## config.mk

```make
export PLATFORM = sky130hd
export DESIGN_NAME = arashi_thread_tracker
export DESIGN_NICKNAME = d
export VERILOG_FILES = /design/src/rtl/arashi_pkg.sv /design/src/rtl/arashi_thread_slot.sv /design/src/rtl/arashi_thread_tracker.sv
export SDC_FILE = /design/constraint.sdc
export NUM_CORES = 1
export LEC_CHECK = 0
export CORE_MARGIN = 2
export CORE_UTILIZATION = 40
export DETAILED_ROUTE_END_ITERATION = 8
export HOLD_SLACK_MARGIN = 0.05
export PLACE_DENSITY = 0.71
export SYNTH_ARGS = -nofsm -noshare
export SYNTH_HDL_FRONTEND = slang
export SYNTH_SLANG_ARGS = --single-unit
```

## constraint.sdc

```tcl
create_clock -name clk -period 1.6 [get_ports clk]
set_input_delay 0.48 -clock clk [delete_from_list [all_inputs] [get_ports clk]]
set_output_delay 0.48 -clock clk [all_outputs]
set_load 0.02 [all_outputs]
```

## src/rtl/arashi_pkg.sv

```systemverilog
// Shared types for the arashi thread tracker: per-thread state, completion opcodes
// and the thread-count derivation.
package arashi_pkg;

  typedef enum logic [1:0] {
    IDLE     = 2'd0,
    READY    = 2'd1,
    INFLIGHT = 2'd2,
    WAIT     = 2'd3
  } thread_state_e;

  typedef enum logic [1:0] {
    DONE  = 2'd0,
    RETRY = 2'd1,
    STALL = 2'd2,
    RSVD  = 2'd3
  } cmpl_op_e;

  function automatic int thread_num(input int width);
    return 1 << width;
  endfunction

endpackage

```

## src/rtl/arashi_thread_slot.sv

```systemverilog
// One thread's state machine and optional stall countdown (ARASHI_TRACKER_STALL_EN).
// Hits arrive already decoded for this thread; err_o flags an illegal launch/completion this cycle.
module arashi_thread_slot
  import arashi_pkg::*;
#(
  parameter int STALL_WIDTH = 4
) (
  input  logic                   clk,
  input  logic                   rstn,
  input  logic                   launch_hit_i,
  input  logic                   grant_hit_i,
  input  logic                   cmpl_hit_i,
  input  cmpl_op_e               cmpl_op_i,
  input  logic [STALL_WIDTH-1:0] cmpl_stall_i,
  output logic                   avail_o,
  output logic                   busy_o,
  output logic                   err_o
);

  thread_state_e state_q;

`ifdef ARASHI_TRACKER_STALL_EN
  logic [STALL_WIDTH-1:0] cnt_q;
`else
  logic unused_stall;
  assign unused_stall = ^cmpl_stall_i;
`endif

  always_ff @(posedge clk) begin
    if (!rstn) begin
      state_q <= IDLE;
`ifdef ARASHI_TRACKER_STALL_EN
      cnt_q   <= '0;
`endif
    end else begin
      unique case (state_q)
        IDLE:     if (launch_hit_i) state_q <= READY;
        READY:    if (grant_hit_i) state_q <= INFLIGHT;
        INFLIGHT: begin
          if (cmpl_hit_i) begin
            case (cmpl_op_i)
              RETRY: state_q <= READY;
              STALL: begin
`ifdef ARASHI_TRACKER_STALL_EN
                if (cmpl_stall_i == '0) begin
                  state_q <= READY;
                end else begin
                  state_q <= WAIT;
                  cnt_q   <= cmpl_stall_i;
                end
`else
                state_q <= READY;
`endif
              end
              default: state_q <= IDLE;
            endcase
          end
        end
`ifdef ARASHI_TRACKER_STALL_EN
        // Leaving on the count-of-one edge gives exactly N cycles in WAIT.
        WAIT: begin
          cnt_q <= cnt_q - STALL_WIDTH'(1);
          if (cnt_q == STALL_WIDTH'(1)) state_q <= READY;
        end
`endif
        default: state_q <= IDLE;
      endcase
    end
  end

  assign avail_o = (state_q == READY);
  assign busy_o  = (state_q != IDLE);
  assign err_o   = (launch_hit_i && (state_q != IDLE)) ||
                   (cmpl_hit_i && (state_q != INFLIGHT));

endmodule

```

## src/rtl/arashi_thread_tracker.sv

```systemverilog
// Per-thread tracker feeding the round-robin arbiter's avail vector and turning grants into
// issue pulses. Stall countdown support is enabled by defining ARASHI_TRACKER_STALL_EN.
module arashi_thread_tracker
  import arashi_pkg::*;
#(
  parameter int THREAD_NUM_WIDTH = 2,
  parameter int STALL_WIDTH      = 4
) (
  input  logic                                   clk,
  input  logic                                   rstn,
  input  logic                                   launch_valid,
  input  logic [THREAD_NUM_WIDTH-1:0]            launch_id,
  output logic [thread_num(THREAD_NUM_WIDTH)-1:0] avail,
  input  logic                                   grant_ready,
  input  logic [THREAD_NUM_WIDTH-1:0]            grant_id,
  output logic                                   issue_valid,
  output logic [THREAD_NUM_WIDTH-1:0]            issue_id,
  input  logic                                   cmpl_valid,
  input  logic [THREAD_NUM_WIDTH-1:0]            cmpl_id,
  input  logic [1:0]                             cmpl_op,
  input  logic [STALL_WIDTH-1:0]                 cmpl_stall,
  output logic                                   busy,
  output logic                                   err
);

  localparam int THREAD_NUM = thread_num(THREAD_NUM_WIDTH);

  logic [THREAD_NUM-1:0]       avail_s;
  logic [THREAD_NUM-1:0]       busy_s;
  logic [THREAD_NUM-1:0]       err_s;
  logic                        issue_valid_q;
  logic [THREAD_NUM_WIDTH-1:0] issue_id_q;
  logic                        err_q;
  logic                        grant_hit;

  for (genvar i = 0; i < THREAD_NUM; i++) begin : g_slot
    arashi_thread_slot #(
      .STALL_WIDTH (STALL_WIDTH)
    ) u_slot (
      .clk          (clk),
      .rstn         (rstn),
      .launch_hit_i (launch_valid && (launch_id == THREAD_NUM_WIDTH'(i))),
      .grant_hit_i  (grant_ready && (grant_id == THREAD_NUM_WIDTH'(i))),
      .cmpl_hit_i   (cmpl_valid && (cmpl_id == THREAD_NUM_WIDTH'(i))),
      .cmpl_op_i    (cmpl_op_e'(cmpl_op)),
      .cmpl_stall_i (cmpl_stall),
      .avail_o      (avail_s[i]),
      .busy_o       (busy_s[i]),
      .err_o        (err_s[i])
    );
  end

  // Stale grants (thread no longer READY) are dropped without flagging an error.
  assign grant_hit = grant_ready && avail_s[grant_id];

  always_ff @(posedge clk) begin
    if (!rstn) begin
      issue_valid_q <= 1'b0;
      issue_id_q    <= '0;
      err_q         <= 1'b0;
    end else begin
      issue_valid_q <= grant_hit;
      if (grant_hit) issue_id_q <= grant_id;
      err_q         <= err_q | (|err_s);
    end
  end

  assign avail       = avail_s;
  assign busy        = |busy_s;
  assign issue_valid = issue_valid_q;
  assign issue_id    = issue_id_q;
  assign err         = err_q;

endmodule

```

==> flow_summary.yaml, run 1 <==
yosys:
  synth_area_um2: 788
  synthTopCellsByCount: "12 x dfxtp_1, 9 x nand2_1, 7 x nor2_1, 6 x nor2b_1, 5 x nand3_1"
  avgSynthCellArea_um2: 8.21
  synth_area_leaders: "dfxtp_1 30%, nor2b_1 4.8%, nand2_1 4.3%, buf_4 3.8%, nand3b_1 3.8%"
  netlist_instances: 96
  ys_types: 33
  synth_xor_area_share_pct: 1.11
  synth_mux_area_share_pct: 5.40
  ys_seq_elements: 12
  async_reset_ff_share_pct: 0
  yosys_warnings: 0
  syn_nets: 113
  yosys.area_share.simple_pct: 41.1
  synth_top_cell_by_area: "dfxtp_1"
  synthAdderAreaFrac_pct: 0
  synth_compound_area_share_pct: 16.7
  synth_ff_type: "dfxtp_1"
  synth-edff-count: 0
  synth_top_area_share_pct: 30.5
  synth_top_family_by_area: "simple AND/OR/NAND/NOR gates"
  ys_seq_area_share_pct: 30.5
  yosys.cell_count.top_type: "dfxtp_1"
pwr:
  power_w: 0.000765
  leakagePower_nw: 0.554
  ir_drop_mv: 0.602
  cellPowerDensity_mw_per_mm2: 643
setup_path:
  cp_cell_sequence: "clkdlybuf4s50_1 > buf_4 > nand2_1 > o22ai_1 > a22o_1 > o31a_1"
  worstPathRequired_ps: 1780
  startpoint_type: "input port"
  crit_arrival_ps: 1720
  critical_path.max_fanout: 5
  critPathSlowestCell: "clkdlybuf4s50_1"
  r2r_cells: 5
  slowest_delay_ps: 440
  crit_path_end_kind: "register"
  worstSetupPathType: "input port to register"
placement:
  postPlaceCellArea_mm2: 0.00115
  port_buffers: 21
  gp_congestion: 0.801
  place_hpwl_um: 1510
global_routing:
  grt_pass1_wl_um: 3530
  groute.usage.overall_pct: 19.1
  grt_antenna_before_repair: 0
  grt_pass1_vias: 834
  grt_max_degree: 15
  grt_remaining_overflow: 0
sta:
  setup_tns_ps: 0
  rsz0062_at_grt: "false"
  drv_slew: 0
  fmax_ghz: 0.651
  period_needed_ps: 1540
  min_period_over_period_pct: 96.1
  hold_viol: 0
  holdWs_ps: 462
  setup_viol_count_final: 0
  skew_ps: 0.707
  tightest_slew_ps: 294
  max_slew_margin_pct: 80.3
clock_network:
  clock_sinks: 12
  worstSkewPairLatency_ps: 280
  cts_tree: "done"
  cts.clk_slew.worst_paths_ps: 80
  clockBufferDepth: 2
  htreeDepth: 1
  cts_buffers: 3
  ctsHoldBuffers: 0
  cts-root-buf: "clkbuf_4"
cells_and_area:
  antenna_cells: 0
  drive_above_1_share_pct: 32.1
  syn2layout_area_growth_pct: 51.0
  layout.nets: 155
  final_util_pct: 62.6
  stdcell_area_mm2: 0.00119
floorplanning:
  placementRows: 16
  design.core.area_mm2: 0.00190
  io_pins: 26
  fp.dieH_um: 48.4
  die_area_mm2: 0.00234
  initial_utilization_pct: 41.4
  die_x_um: 48.4
hold_path:
  min_delay_path_depth: 2
  hold_class: "register to register"
routing:
  vias: 842
  detail-route-antenna-nets: 0
  drc_errors: 0
  viasPerCell: 5.13
  drt_wl_total_um: 1980
  drtIter0Drc: 6
  dr.pass1.iters: 4
  wl_per_cell_um: 12.1
job:
  maxCapViolCount: 0
outcome:
  status: "complete, no violations"
[worst max-delay path, delay by kind of cell]
family / cells / cell delay (ps)
simple gates: 1 / 60
compound gates: 3 / 570
buf+inv: 2 / 600
[timing repair]
item / in CTS / in global routing
setup buffers: 1 / 0
endpoints found under the setup margin: 12 / 7
gates resized for setup: 32 / 6
pin swaps: 0 / 1
[path summary, 6_finish.rpt]
kind | start | to | slack, ps
min | issue_id[0]$_SDFFE_PN0P_ | issue_id[0]$_SDFFE_PN0P_ | 460
max reg2reg | g_slot[3].u_slot.state_q[0]$_SDFFE_PN0P_ | issue_id[0]$_SDFFE_PN0P_ | 90
min reg2reg | issue_id[0]$_SDFFE_PN0P_ | issue_id[0]$_SDFFE_PN0P_ | 460
max | launch_valid | err$_SDFF_PN0_ | 60
[layout by cell type (no fill, tap or decap), drive strengths merged]
cell	n
o21a	4
nand4	1
nor2	7
nor2b	6
dlymetal6s2s	2
dfxtp	12
a21boi	2
o31a	1
clkdlybuf4s50	7
mux4	1
a21oi	4
nand2b	4
nand3	5
and3b	2
nand3b	4
a22o	1
a2111o	1
dlygate4sd2	7
clkbuf	4
or2	1
o22ai	3
buf	26
nor3b	3
nand2	9
a31oi	3
xor2	1
nor4bb	2
and2	6
mux2i	2
inv	2
and3	2
nor4b	2
[per-stage QoR]
stage                     worst slack [ps]  std cells
final                                 63.1        164
after global routing                  12.9        164
after detailed placement              -346        159
after CTS                             16.8        164
after floorplan                        241         96
after global placement                -331        159
[sequential cells by signal, indices dropped and copies added, names as in the netlist]
register / cells
err: 1
g_slot.u_slot.state_q: 8
issue_id: 2
issue_valid: 1
[power by group]
group / internal (W) / switching, W
logic: 0.000106 / 0.0000902
registers: 0.000310 / 0.00000875
clock network: 0.000139 / 0.000111
[cell families after synthesis]
family,after synthesis
mux,3
flops,12
simple gates,54
buf+inv,7
compound gates,19
xor+xnor,1
[cell type report]
class | count | area [µm²]
Sequential cell | 12 | 243
Timing Repair Buffer | 42 | 339
Inverter | 2 | 7.51
Multi-Input combinational cell | 77 | 531
Clock buffer | 4 | 36.3
Tap cell | 27 | 33.8
Fill cell | 189 | 712
[routing by layer]
| metal | share of wire, % | wire (µm) | global-route usage (%) |
|---|---|---|---|
| met5 | 0 | 0 | 0 |
| met4 | 1.3 | 25 | 5.71 |
| met3 | 5.8 | 115 | 5.86 |
| met2 | 50 | 983 | 33.6 |
| met1 | 43 | 857 | 22.3 |
(Power assumes the default switching activity.)
==> run 2: changes to the inputs <==
--- a/config.mk
+++ b/config.mk
@@ -5,7 +5,7 @@
 export SDC_FILE = /design/constraint.sdc
 export NUM_CORES = 1
 export LEC_CHECK = 0
-export CORE_MARGIN = 2
+export CORE_MARGIN = 4
 export CORE_UTILIZATION = 40
 export DETAILED_ROUTE_END_ITERATION = 8
 export HOLD_SLACK_MARGIN = 0.05
==> flow_summary.yaml, run 2 (synthesized netlist as in run 1, its figures left out) <==
cells_and_area:
  antenna_cells: 0
  largest_register_ffs: 8
  final_cell_mix: "26 x buf_4, 11 x dfxtp_1, 9 x nand2_1"
  final_common_cell: "buf_4"
  layout.nets: 160
  drive_above_1_share_pct: 34.0
  largest_register: "g_slot.u_slot.state_q"
  syn2layout_area_growth_pct: 53.2
  nFillCells: 160
sta:
  setup_viol_count_final: 0
  hold_viol: 0
  rsz0062_at_grt: "false"
  period_needed_ps: 1550
  drv_slew: 0
  skew_ps: 4.02
  tightest_slew_ps: 377
  fmax_ghz: 0.647
  min_period_over_period_pct: 96.6
  holdWs_ps: 455
  max_slew_margin_pct: 74.8
  fin_ws_ps: 53.8
setup_path:
  worstSetupPathType: "input port to register"
  critical_path.max_fanout: 5
  slowest_delay_ps: 440
  crit_path_end_kind: "register"
  worstPathRequired_ps: 1760
  r2r_cells: 5
  startpoint_type: "input port"
  critPathSlowestCell: "clkdlybuf4s50_1"
  critPathBufInv: 2
  cp_num_cells: 6
  crit_arrival_ps: 1710
  timing.rr.start: "g_slot[3].u_slot.state_q[0]$_SDFFE_PN0P_"
  crit_family: "buffers and inverters"
  cp_cell_sequence: "clkdlybuf4s50_1 > buf_4 > nand2_1 > o22ai_1 > a22o_1 > o31a_1"
  rrSetupSlack_ps: 100
  r2r_end: "issue_id[1]$_SDFFE_PN0P_"
clock_network:
  cts_tree: "done"
  cts-root-buf: "clkbuf_4"
  cts.clk_slew.worst_paths_ps: 70
  clock_sinks: 12
  worstSkewPairLatency_ps: 270
  clockBufferDepth: 2
  htreeDepth: 1
  cts_buffers: 3
hold_path:
  hold_end: "issue_id[0]$_SDFFE_PN0P_"
  min_delay_path_depth: 2
  min_from: "issue_id[0]$_SDFFE_PN0P_"
  hold_class: "register to register"
routing:
  drc_errors: 0
  met2_length_um: 1000
  top_layer: "met3"
  dr.pass1.iters: 4
  wl_met1_um: 885
  wl_met3_um: 117
  vias: 837
  detail-route-antenna-nets: 0
  drt_wl_total_um: 2000
  drtIter0Drc: 13
  viasPerCell: 5.04
  wl_per_cell_um: 12.1
pwr:
  ir_drop_mv: 0.467
  leakagePower_nw: 0.554
  swShare_pct: 27.2
  seq_power_share_pct: 45.3
  p_int_w: 0.000510
  clockPowerShare_pct: 25.3
  combinationalPowerShare_pct: 29.5
  switchingPower_w: 0.000191
  cellPowerDensity_mw_per_mm2: 581
global_routing:
  grt_pass1_vias: 827
  grt_max_degree: 15
  grt_pass1_wl_um: 3710
  grt_remaining_overflow: 0
  grt_antenna_before_repair: 0
  groute.usage.overall_pct: 18.0
floorplanning:
  fp.dieH_um: 52.4
  die_area_mm2: 0.00274
  io_pins: 26
  design.core.area_mm2: 0.00180
  initial_utilization_pct: 43.7
  die_x_um: 52.4
  placementRows: 15
job:
  maxCapViolCount: 0
placement:
  post-place-ws_ps: -334
  gp_congestion: 0.816
  port_buffers: 21
  place_hpwl_um: 1630
outcome:
  status: "complete, no violations"
==> run 2: cell count changes in the layout (fill, tap and decap cells not counted), sizes merged <==
cell,previous run,this run
clkdlybuf4s50,7,8
buf,26,31
dlygate4sd2,7,8
clkbuf,4,3
dlymetal6s2s,2,0
==> run 2: tightest hold or removal path: stages (launching register included) <==
cell and delay, ps:
dfxtp_1 300, nand2_1 50, mux2i_1 50
==> run 2: metrics by stage <==
step	instances	utilization, %	setup TNS (ps)	instance area (µm²)	power, W
after floorplan	96	-	0	788	0.000419
after global placement	162	65.7	-2290	1180	0.000537
after detailed placement	162	65.7	-2500	1180	0.000541
after CTS	166	67.2	-3.26	1210	0.000712
after global routing	166	67.0	0	1210	0.000746
final	166	67.0	0	1210	0.000701
==> run 2: worst max path at each step <==
stage / startpoint / endpoint / slack (ps)
floorplan: g_slot[0].u_slot.state_q[1]$_SDFFE_PN0P_ / issue_id[0]$_SDFFE_PN0P_ / 240
finish: launch_valid / err$_SDFF_PN0_ / 50
CTS: g_slot[2].u_slot.state_q[0]$_SDFFE_PN0P_ / avail[2] / -3
global placement: cmpl_id[1] / err$_SDFF_PN0_ / -320
detailed placement: cmpl_id[1] / err$_SDFF_PN0_ / -330
global route: launch_valid / g_slot[2].u_slot.state_q[0]$_SDFFE_PN0P_ / 4
==> run 2: per-layer routing <==
| layer | vias up | track usage (%) |
|---|---|---|
| li1 | 437 | - |
| met1 | 380 | 23.5 |
| met2 | 20 | 29.5 |
| met3 | 0 | 5.41 |
| met4 | 0 | 2.55 |
| met5 | - | 0 |
==> run 2: area by class of cell <==
cell class	instances	area (µm²)	share of cell area, %
clock buffer	3	22.5	1.87
inverter	2	7.51	0.622
multi-input combinational	77	534	44.2
sequential	12	241	20.0
tap	25	31.3	2.59
timing repair buffer	47	370	30.7
==> run 2: timing repair <==
| item | in CTS | in global routing |
|---|---|---|
| hold buffers | 0 | 0 |
| buffers inserted | 1 | 0 |
| endpoints found under the setup margin | 13 | 8 |
| gates resized for setup | 27 | 10 |
| hold endpoints to repair | 0 | 0 |
==> run 2: power groups by stage <==
stage	sequential (W)	combinational [W]	clock, W
finish	0.000317	0.000207	0.000177
global route	0.000319	0.000227	0.000200
detailed placement	0.000324	0.000217	0
global placement	0.000323	0.000213	0
CTS	0.000317	0.000210	0.000184
floorplan	0.000329	0.0000897	0
==> run 3: changes to the inputs <==
--- a/config.mk
+++ b/config.mk
@@ -7,9 +7,11 @@
 export LEC_CHECK = 0
 export CORE_MARGIN = 4
 export CORE_UTILIZATION = 40
+export CTS_CLUSTER_SIZE = 25
 export DETAILED_ROUTE_END_ITERATION = 8
 export HOLD_SLACK_MARGIN = 0.05
 export PLACE_DENSITY = 0.71
+export SLEW_MARGIN = 30
 export SYNTH_ARGS = -nofsm -noshare
 export SYNTH_HDL_FRONTEND = slang
 export SYNTH_SLANG_ARGS = --single-unit
==> results of run 3 <==
No change in the layout: final DEF, timing and power equal those of run 2.
